--- src/rtl/keypad_scanner.sv ---
// Scans a 4x4 active-low hex keypad, debounces whole-matrix frames and drives
// the debounced key bus plus a one-shot press event for the CPU.
module keypad_scanner #(
  parameter int SCAN_DIV       = 50000,
  parameter int DEBOUNCE_SCANS = 8
) (
  input  logic        clk,
  input  logic        reset,
  output logic [3:0]  row_out,
  input  logic [3:0]  col_in,
  output logic [15:0] keys,
  output logic        key_event,
  output logic [3:0]  key_code,
  input  logic        key_ack
);

  localparam int PW = (SCAN_DIV > 1) ? $clog2(SCAN_DIV) : 1;
  localparam int CW = $clog2(DEBOUNCE_SCANS + 1);
  localparam logic [PW-1:0] PRE_LAST = PW'(SCAN_DIV - 1);
  localparam logic [CW-1:0] CNT_MAX  = CW'(DEBOUNCE_SCANS);
  localparam logic [CW-1:0] CNT_ONE  = CW'(1);

  // Physical (row, col) position to hex key number.
  function automatic logic [3:0] key_of(input logic [1:0] r, input logic [1:0] c);
    case ({r, c})
      4'h0: key_of = 4'h1;
      4'h1: key_of = 4'h2;
      4'h2: key_of = 4'h3;
      4'h3: key_of = 4'hC;
      4'h4: key_of = 4'h4;
      4'h5: key_of = 4'h5;
      4'h6: key_of = 4'h6;
      4'h7: key_of = 4'hD;
      4'h8: key_of = 4'h7;
      4'h9: key_of = 4'h8;
      4'hA: key_of = 4'h9;
      4'hB: key_of = 4'hE;
      4'hC: key_of = 4'hA;
      4'hD: key_of = 4'h0;
      4'hE: key_of = 4'hB;
      4'hF: key_of = 4'hF;
    endcase
  endfunction

  logic [3:0]    col_s1;
  logic [3:0]    col_s2;
  logic [3:0]    cols_now;
  logic [PW-1:0] prescale;
  logic [1:0]    row;
  logic [3:0]    raw [3];
  logic [3:0]    row_bits [4];
  logic          sample;
  logic          commit;
  logic [15:0]   frame;
  logic [15:0]   prev_frame;
  logic          same;
  logic [CW-1:0] stable_cnt;
  logic [CW-1:0] stable_next;
  logic          keys_upd;
  logic [15:0]   new_keys;
  logic [3:0]    new_low;
  logic          ack_ok;
  logic          event_next;
  logic [3:0]    code_next;

  always_ff @(posedge clk or negedge reset) begin
    if (!reset) begin
      col_s1 <= '0;
      col_s2 <= '0;
    end else begin
      col_s1 <= col_in;
      col_s2 <= col_s1;
    end
  end

  assign cols_now = ~col_s2;
  assign sample   = (prescale == PRE_LAST);
  assign commit   = sample && (row == 2'd3);
  assign row_out  = ~(4'b0001 << row);

  always_ff @(posedge clk or negedge reset) begin
    if (!reset) begin
      prescale <= '0;
      row      <= '0;
      for (int r = 0; r < 3; r++) raw[r] <= '0;
    end else if (sample) begin
      prescale <= '0;
      row      <= row + 2'd1;
      for (int r = 0; r < 3; r++) begin
        if (row == 2'(r)) raw[r] <= cols_now;
      end
    end else begin
      prescale <= prescale + PW'(1);
    end
  end

  // Row 3 is taken straight from the synchronizer so the frame is complete
  // on the very edge that samples it.
  always_comb begin
    for (int r = 0; r < 3; r++) row_bits[r] = raw[r];
    row_bits[3] = cols_now;
    frame = '0;
    for (int r = 0; r < 4; r++) begin
      for (int c = 0; c < 4; c++) begin
        frame[key_of(2'(r), 2'(c))] = row_bits[r][c];
      end
    end
  end

  assign same = (frame == prev_frame);

  always_comb begin
    stable_next = stable_cnt;
    keys_upd    = 1'b0;
    if (commit) begin
      if (!same) begin
        stable_next = CNT_ONE;
        keys_upd    = (CNT_ONE == CNT_MAX);
      end else if (stable_cnt != CNT_MAX) begin
        stable_next = stable_cnt + CNT_ONE;
        keys_upd    = ((stable_cnt + CNT_ONE) == CNT_MAX);
      end
    end
  end

  always_ff @(posedge clk or negedge reset) begin
    if (!reset) begin
      prev_frame <= '0;
      stable_cnt <= '0;
      keys       <= '0;
    end else begin
      stable_cnt <= stable_next;
      if (commit && !same) prev_frame <= frame;
      if (keys_upd) keys <= frame;
    end
  end

  // key_event is the valid, key_ack the ready: a press transfers on any edge
  // where both are high. key_code is stable while key_event is high; presses
  // arriving while a transfer is pending are dropped unless they coincide with
  // the accepting edge, in which case they become the next pending press.
  assign new_keys = frame & ~keys;
  assign ack_ok   = key_event && key_ack;

  always_comb begin
    new_low = 4'h0;
    for (int i = 15; i >= 0; i--) begin
      if (new_keys[i]) new_low = 4'(i);
    end
  end

  always_comb begin
    event_next = key_event;
    code_next  = key_code;
    if (keys_upd && (new_keys != 16'h0) && (!key_event || ack_ok)) begin
      event_next = 1'b1;
      code_next  = new_low;
    end else if (ack_ok) begin
      event_next = 1'b0;
    end
  end

  always_ff @(posedge clk or negedge reset) begin
    if (!reset) begin
      key_event <= 1'b0;
      key_code  <= 4'h0;
    end else begin
      key_event <= event_next;
      key_code  <= code_next;
    end
  end

endmodule

--- config.mk ---
export PLATFORM = sky130hd
export DESIGN_NAME = keypad_scanner
export DESIGN_NICKNAME = d
export VERILOG_FILES = /design/src/rtl/keypad_scanner.sv
export SDC_FILE = /design/constraint.sdc
export NUM_CORES = 1
export LEC_CHECK = 0
export ABC_AREA = 1
export CAP_MARGIN = 20
export CORE_MARGIN = 2
export CORE_UTILIZATION = 55
export DETAILED_ROUTE_END_ITERATION = 16
export PLACE_DENSITY_LB_ADDON = 0.1
export SETUP_SLACK_MARGIN = 0.02
export SLEW_MARGIN = 10
export SYNTH_ARGS = -nofsm -noshare
export SYNTH_HDL_FRONTEND = slang
export SYNTH_SLANG_ARGS = --single-unit
--- constraint.sdc ---
create_clock -name clk -period 2 [get_ports clk]
set_input_delay 0.6 -clock clk [delete_from_list [all_inputs] [get_ports clk]]
set_output_delay 0.6 -clock clk [all_outputs]
set_load 0.01 [all_outputs]
Word-level counts from Yosys, hierarchy flattened:

Cells that the tools add are included.

* equality and inequality tests: 8
* $add $sub $neg: 3
* reductions and logical operators: 15
* bitwise operators: 4
* mux-type cells: 24
* shifts and indexed selects: 1

Operators by type and width (count)
* 4-bit 2-to-1 mux: 18
* 16-bit by 1-bit adder with 16-bit output (second input constant): 1
* 16-bit AND: 1
* 16-bit equality test: 1
* 16-bit equality test (second input constant): 1
* 16-bit 2-to-1 mux: 1
* 16-bit NOT: 1
* 16-bit nonzero test: 1
* 4-bit NOT: 2
* 2-bit AND reduction: 4
* 1-bit logical AND: 5
* 1-bit 2-to-1 mux: 5
* 4-bit by 1-bit adder with 4-bit output (second input constant): 1
* 2-bit equality test (second input constant): 2
* 4-bit equality test (second input constant): 1
* 4-bit != test (second input constant): 1
* 1-bit by 2-bit << shifter with 4-bit output (first input constant): 1
* 2-bit by 1-bit adder with 2-bit output (second input constant): 1
* 2-bit by 1-bit equality test with 1-bit output (second input constant): 1
* 1-bit logical NOT: 2
* 2-bit logical NOT: 1
* 2-bit by 1-bit != test with 1-bit output (second input constant): 1
* 2-bit nonzero test: 1
* 1-bit logical OR: 1

* flip-flop bits (word level): 79
* bits of input ports: 7
* output and inout bits: 25

Longest topological paths before layout:

Gate-level depths: netlist of the first run.

* depth after elaboration: 18
* depth in mapped cells: 18
* mapped depth without buffers: 18

Worst setup path after synthesis of the first run:

No wires, ideal clock.

* kind: reg2reg
* start point: reg col_s2[3]
* end point: reg keys[10]
* arrival: 1527 ps
* data required time: 1878 ps
* path buffers: 1
* stages on the path, launching flop included: 11
* setup slack: 351 ps
* setup time: 122 ps
* period minus slack after synthesis: 1649 ps
* path through: dfrtp_1 > xor2_1 > nand2_1 > nor2_1 > nor3b_2 > nand2_2 > nor2_4 > nand2_4 > buf_6 > nand2_2 > o21ai_2

* longest elaborated chain between the ends: 4

RTL lines
* from (decl): RTL line 46 `logic [3:0] col_s2;`
* from (signal assigned): RTL line 72 `col_s2 <= col_s1;`
* 4-bit NOT: RTL line 76 `assign cols_now = ~col_s2;`
* 16-bit equality test: RTL line 110 `assign same = (frame == prev_frame);`
* 1-bit 2-to-1 mux: RTL line 116 `if (!same) begin`
* 1-bit 2-to-1 mux: RTL line 115 `if (commit) begin`
* to (signal assigned): RTL line 134 `if (keys_upd) keys <= frame;`
* to (decl): RTL line 11 `output logic [15:0] keys,`

No other way between the ends.
A chain may end at the register's enable or synchronous reset.

Final worst setup path of the first run:

* start point: reg row[1]
* end point: out row_out[1]

* longest elaborated chain between the ends: 2

RTL lines
* from (decl): RTL line 49 `logic [1:0] row;`
* from (signal assigned): RTL line 88 `row <= row + 2'd1;`
* 1-bit by 2-bit << shifter with 4-bit output: RTL line 79 `assign row_out = ~(4'b0001 << row);`
* 4-bit NOT: RTL line 79
* to (decl): RTL line 9 `output logic [3:0] row_out,`

No other way between the ends.

==> qor.log, run 1 <==
qor: sta.post-route-period-util 0.963
qor: power_and_ir_drop.irDropWorstVdd 0.358 mV
qor: logic_synthesis.yosysUniqueCellTypes 29
qor: detailed_routing.route.detailed.wl_per_inst 13.5 um
qor: global_route.antenna_violations_before_repair 0
qor: sta.worst-slew-pin-transition 0.340 ns
qor: clock_tree.clk_root_buffer_cell sky130_fd_sc_hd__clkbuf_8
qor: sta.fin_skew 0.0119 ns
qor: logic_synthesis.synth_top_area_cell sky130_fd_sc_hd__dfrtp_1
qor: logic_synthesis.synth_area_leaders sky130_fd_sc_hd__dfrtp_1, sky130_fd_sc_hd__nand2_1, sky130_fd_sc_hd__inv_1
qor: critical_path.cp_max_fo 3
qor: logic_synthesis.synth_largest_type_area_fraction 0.521
qor: sta.rsz0062_at_grt yes
qor: power_and_ir_drop.total_power 2.79 mW
qor: placement.dp_hpwl 5.76 mm
qor: logic_synthesis.synth_cells 429
qor: critical_path.timing.critical_path.slowest_cell_delay 0.41 ns
qor: run.cap_violations 0
qor: cells_and_area.drive_gt1_frac 0.229
qor: global_route.grt_overflow_total 0
qor: die.core 6720 um2
qor: global_route.grt_pass1_wl 13.2 mm
qor: cells_and_area.num-fill-cells 551
qor: critical_path.worstPathCellList inv_2, ha_1, inv_1, dlygate4sd2_1
qor: power_and_ir_drop.power_density 596 nW/um2
qor: die.die_y 87.1 um
qor: detailed_routing.dr_pass1_iterations 4
qor: detailed_routing.dr_total_vias 2,972
qor: sta.setup_tns 0 ns
qor: clock_tree.tritoncts.num_buffers 9
qor: sta.final.min_clock_period 1.93 ns
qor: detailed_routing.drc 0
qor: logic_synthesis.netlist_area 3790 um2
qor: cells_and_area.stdcell_area 4680 um2
qor: logic_synthesis.postSynthNetCount 444
qor: critical_path.path_class reg2out
qor: clock_tree.cts_tree built
qor: clock_tree.holdBufCountCts 0
qor: die.dieArea 7580 um2
qor: critical_path.critPathCaptureType output port
qor: critical_path.crit_required 1.40 ns
qor: cells_and_area.final_common_cell sky130_fd_sc_hd__nand2_1
qor: critical_path.worst-endpoint-arrival 1.33 ns
qor: global_route.global_route.usage.total 0.224
qor: placement.detailed_place.area 4310 um2
qor: die.die_w 87.1 um
qor: logic_synthesis.post_synth_xor_area_fraction 0.0439
qor: clock_tree.cts_max_path_buffers 2
qor: clock_tree.skew_pair_late_insertion_delay 0.35 ns
qor: placement.buffer_ports.inserted 31
qor: critical_path.crit_path_start_kind flop
qor: sta.finalHoldViolCount 0
qor: die.fp-row-count 30
qor: logic_synthesis.synth-simple-area-share 0.235
qor: sta.maxClockFrequency 0.519 GHz
qor: outcome.status complete, no violations
qor: logic_synthesis.synth.yosys.warnings 0
qor: power_and_ir_drop.power.static_leakage 2.20 nW
qor: min_path.hp-class in2async
qor: sta.fin_ws 0.0744 ns
qor: global_route.first_global_vias 2,834
qor: logic_synthesis.synth-compound-area-share 0.105
qor: clock_tree.cts.reportedPaths.clkPinSlew 0.08 ns
qor: detailed_routing.antenna_violating_nets_post_route 0
qor: die.floorplan.initialDensity 0.565
qor: detailed_routing.postRouteWirelength 7.80 mm
qor: sta.timing_max_transition_violations_final 0
qor: logic_synthesis.synth_seq_cells 79
qor: die.ios 32
qor: cells_and_area.most-common-layout-cells sky130_fd_sc_hd__nand2_1, sky130_fd_sc_hd__dfrtp_1, sky130_fd_sc_hd__inv_1, sky130_fd_sc_hd__o21ai_0
qor: logic_synthesis.synth_mux_area_frac 0.00297
qor: clock_tree.cts_htree_levels 3
qor: sta.max_slew_margin 0.773
qor: logic_synthesis.synth_fa_ha_area_frac 0.0264
qor: logic_synthesis.dominant_combinational_cell_family_by_area_after_synthesis simple AND/OR/NAND/NOR gates
qor: detailed_routing.drtIter0Drc 149
qor: global_route.grt_max_degree 38
qor: cells_and_area.finalNetCount 508
qor: cells_and_area.insertedDiodeCount 0
qor: detailed_routing.via_per_inst 5.14
qor: cells_and_area.area_growth 23.4%
qor: placement.detailedPlace.worstSlack 0.0703 ns
qor: sta.finalSetupViolations 0
qor: logic_synthesis.proportion_of_synthesized_chip_area_in_sequential_cells 0.521
qor: critical_path.worst_path_max_delay_cell sky130_fd_sc_hd__dfrtp_1
qor: logic_synthesis.synth.avg_cell_area 8.84 um2
qor: clock_tree.clock-sinks 79
qor: placement.place_congestion 0.895
[synthesized netlist by cell type, drive strengths merged]
cell type,n
o31ai,1
nand4,11
a31oi,2
xnor2,9
o21ai,57
o21a,1
ha,8
buf,6
and3,1
dfrtp,79
nand3,15
xor2,10
nor3b,2
mux2,1
inv,55
or2,12
nor2,33
nor4,2
nand2,109
a21oi,6
nor3,9
[worst max-delay path: cells and delay by family (launching register included)]
| family | cells | cell delay [ns] |
|---|---|---|
| flip-flops | 1 | 0.41 |
| buffers and inverters | 3 | 0.41 |
| adder cells (fa/ha/maj) | 1 | 0.16 |
[worst paths after layout]
check                           from      endpoint  slack (ns)  cells past startpoint
hold reg to reg            col_s1[2]     col_s2[2]        0.36                      0
setup / recovery              row[1]    row_out[1]        0.07                      4
hold / removal                 reset     key_event        0.15                      1
min in group clk           col_s1[2]     col_s2[2]        0.36                      0
setup reg to reg           frame[12]       keys[6]        0.11                     10
max in group asynchronous      reset  prescale[10]        1.28                      2
[timing repair]
| item | in CTS | in global routing |
|---|---|---|
| buffers inserted | 3 | 7 |
| resized for setup | 7 | 36 |
| endpoints found under the setup margin | 4 | 45 |
| pin swaps | 0 | 3 |
[metrics by stage]
stage / hold slack, ns / cells / util
2_1_floorplan: 0.304 / 429 / -
3_3_place_gp: 0.333 / 552 / 0.641
3_5_place_dp: 0.341 / 552 / 0.641
4_1_cts: 0.148 / 571 / 0.671
5_1_grt: 0.159 / 578 / 0.697
6_report: 0.146 / 578 / 0.697
[final cells by class]
type,count,area [um2],share of cell area
inverter,55,209,0.0446
tap,80,100,0.0214
clock buffer,9,124,0.0265
multi-input combinational,289,1690,0.361
sequential,79,1980,0.423
timing repair buffer,59,527,0.113
clock inverter,7,55.1,0.0118
[registers in the layout, summed over array words and instances (netlist names)]
name / count
col_s1: 4
col_s2: 4
frame: 12
key_code: 4
key_event: 1
keys: 16
prescale: 16
prev_frame: 16
row: 2
stable_cnt: 4
[kinds of logic after synthesis]
kind of cell / count (synthesis)
flops: 79
simple gates: 194
mux: 1
buf+inv: 61
xor+xnor: 19
fa+ha+maj: 8
compound gates: 67
[per-layer routing]
layer	track usage	wire length, um	up-vias	part of all wire
li1	-	-	1501	-
met4	0.0994	147	0	0.019
met3	0.0360	306	15	0.039
met1	0.330	3850	1402	0.49
met2	0.326	3500	54	0.45
met5	0	0	-	0
[power breakdown]
group / internal [mW] / switching [mW] / leakage, nW
Clock: 0.463 / 0.615 / 0.0866
Combinational: 0.0364 / 0.0636 / 1.04
Sequential: 1.60 / 0.00719 / 1.07
No activity file was read; power rests on OpenSTA's default activity.
==> run 2, diff against run 1 <==
CTS_CLUSTER_DIAMETER = 150   (was unset)
PLACE_DENSITY_LB_ADDON = 0.15   (was 0.1)
SKIP_CTS_REPAIR_TIMING = 1   (was unset)
==> qor.log, run 2 (synthesis gave the netlist of run 1 again) <==
qor: sta.hold-worst-slack 0.210 ns
qor: detailed_routing.met1_length 3.65 mm
qor: global_route.first_global_vias 2,845
qor: sta.setup_tns 0 ns
qor: critical_path.crit_path_start_kind flop
qor: critical_path.worst-endpoint-arrival 2.16 ns
qor: detailed_routing.highest_signal_layer_in_the_routed_design met4
qor: cells_and_area.insertedDiodeCount 0
qor: global_route.grt_overflow_total 0
qor: critical_path.crit_required 2.25 ns
qor: die.ios 32
qor: detailed_routing.antenna_violating_nets_post_route 0
qor: die.dieArea 7580 um2
qor: detailed_routing.via_per_inst 5.16
qor: sta.finalHoldViolCount 0
qor: critical_path.worstPathCellList xnor2_1, nand2_1, nor3_1, nand2_2, buf_4, nand2_1, mux2_2
qor: cells_and_area.most-common-layout-cells sky130_fd_sc_hd__nand2_1, sky130_fd_sc_hd__dfrtp_1, sky130_fd_sc_hd__inv_1, sky130_fd_sc_hd__o21ai_0, sky130_fd_sc_hd__nor2_1
qor: global_route.grt_pass1_wl 13.1 mm
qor: cells_and_area.fin_cells 567
qor: sta.fin_ws 0.0849 ns
qor: placement.detailedPlace.worstSlack 0.0887 ns
qor: sta.post-route-period-util 0.958
qor: placement.dp_hpwl 5.65 mm
qor: critical_path.cp_max_fo 5
qor: critical_path.worst_path_max_delay_cell sky130_fd_sc_hd__dfrtp_1
qor: die.floorplan.initialDensity 0.565
qor: power_and_ir_drop.irDropWorstVdd 0.504 mV
qor: cells_and_area.stdcell_area 4620 um2
qor: sta.fin_skew 0.0116 ns
qor: sta.worst-slew-pin-transition 0.528 ns
qor: die.fp-row-count 30
qor: die.die_y 87.1 um
qor: detailed_routing.dr_pass1_iterations 4
qor: placement.buffer_ports.inserted 31
qor: detailed_routing.drc 0
qor: sta.finalSetupViolations 0
qor: clock_tree.clock-sinks 79
qor: cells_and_area.final_common_cell sky130_fd_sc_hd__nand2_1
qor: clock_tree.cts_htree_levels 3
qor: detailed_routing.postRouteWirelength 7.73 mm
qor: detailed_routing.met2WireLength 3.67 mm
qor: outcome.status complete, no violations
qor: clock_tree.clk_root_buffer_cell sky130_fd_sc_hd__clkbuf_8
qor: placement.detailed_place.area 4280 um2
qor: critical_path.path_class reg2reg
qor: clock_tree.cts_max_path_buffers 2
qor: power_and_ir_drop.total_power 2.92 mW
qor: die.die_w 87.1 um
qor: sta.max_slew_margin 0.648
qor: run.cap_violations 0
qor: power_and_ir_drop.power.static_leakage 2.17 nW
qor: min_path.hp-class in2async
qor: critical_path.critical-path-top-cell-by-count sky130_fd_sc_hd__nand2_1
qor: cells_and_area.drive_gt1_frac 0.189
qor: sta.maxClockFrequency 0.522 GHz
qor: detailed_routing.drtIter0Drc 208
qor: critical_path.timing.critical_path.slowest_cell_delay 0.41 ns
qor: placement.place_congestion 0.839
qor: cells_and_area.share_of_the_core_filled_with_cells 0.687
qor: power_and_ir_drop.power_density 632 nW/um2
qor: die.core 6720 um2
qor: clock_tree.tritoncts.num_buffers 9
qor: cells_and_area.area_growth 21.7%
qor: placement.placed_cells 547
qor: global_route.global_route.usage.total 0.226
qor: detailed_routing.dr_total_vias 2,928
qor: detailed_routing.route.detailed.wl_per_inst 13.6 um
qor: critical_path.critPathCaptureType flop
qor: global_route.grt_max_degree 39
qor: global_route.antenna_violations_before_repair 0
qor: clock_tree.skew_pair_late_insertion_delay 0.36 ns
qor: cells_and_area.reg.largest.list keys (16), prescale (16), prev_frame (16)
qor: detailed_routing.met3RoutedLength 297 um
qor: clock_tree.cts.reportedPaths.clkPinSlew 0.08 ns
qor: clock_tree.cts_tree built
qor: sta.final.min_clock_period 1.92 ns
qor: cells_and_area.finalNetCount 497
qor: sta.timing_max_transition_violations_final 0
run 2: changes by cell type in the layout (fill, tap and decap cells not counted), moves of 3 or more:
cell	previous run	this run
sky130_fd_sc_hd__dlymetal6s2s_1	0	3
sky130_fd_sc_hd__buf_4	27	14
sky130_fd_sc_hd__inv_1	50	53
sky130_fd_sc_hd__nand2_1	98	101
sky130_fd_sc_hd__inv_6	3	0
run 2: final cells by class:
cell class	count	area (um2)
fill	538	2100
tap	80	100
clock inverter	5	57.6
clock buffer	11	141
timing repair buffer	48	470
multi-input combinational	289	1660
inverter	55	206
sequential	79	1980
run 2: worst paths after layout:
kind	from	to	slack (ns)	depth (start not counted)
min in group clk	col_s1[0]	col_s2[0]	0.36	0
min	reset	stable_cnt[0]	0.21	1
min reg2reg	col_s1[0]	col_s2[0]	0.36	0
max reg2reg	frame[1]	prev_frame[14]	0.08	7
max in group asynchronous	reset	frame[6]	1.27	2
max	frame[1]	prev_frame[14]	0.08	7
run 2: critical path: cells and delay by family, from the launching register on:
| kind | cells | cell delay [ns] |
|---|---|---|
| mux | 1 | 0.35 |
| simple gates | 4 | 0.62 |
| xor+xnor | 1 | 0.28 |
| buf+inv | 1 | 0.17 |
| flops | 1 | 0.41 |
run 2: metal layers:
metal / vias to the layer above / track usage
li1: 1473 / -
met1: 1384 / 0.309
met2: 63 / 0.355
met3: 8 / 0.0408
met4: 0 / 0.0966
met5: - / 0
run 2: power breakdown:
group	leakage (nW)	switching [mW]	internal [mW]
Clock	0.0916	0.595	0.609
Sequential	1.07	0.00611	1.60
Combinational	1.01	0.0651	0.0382
Total	2.17	0.667	2.25
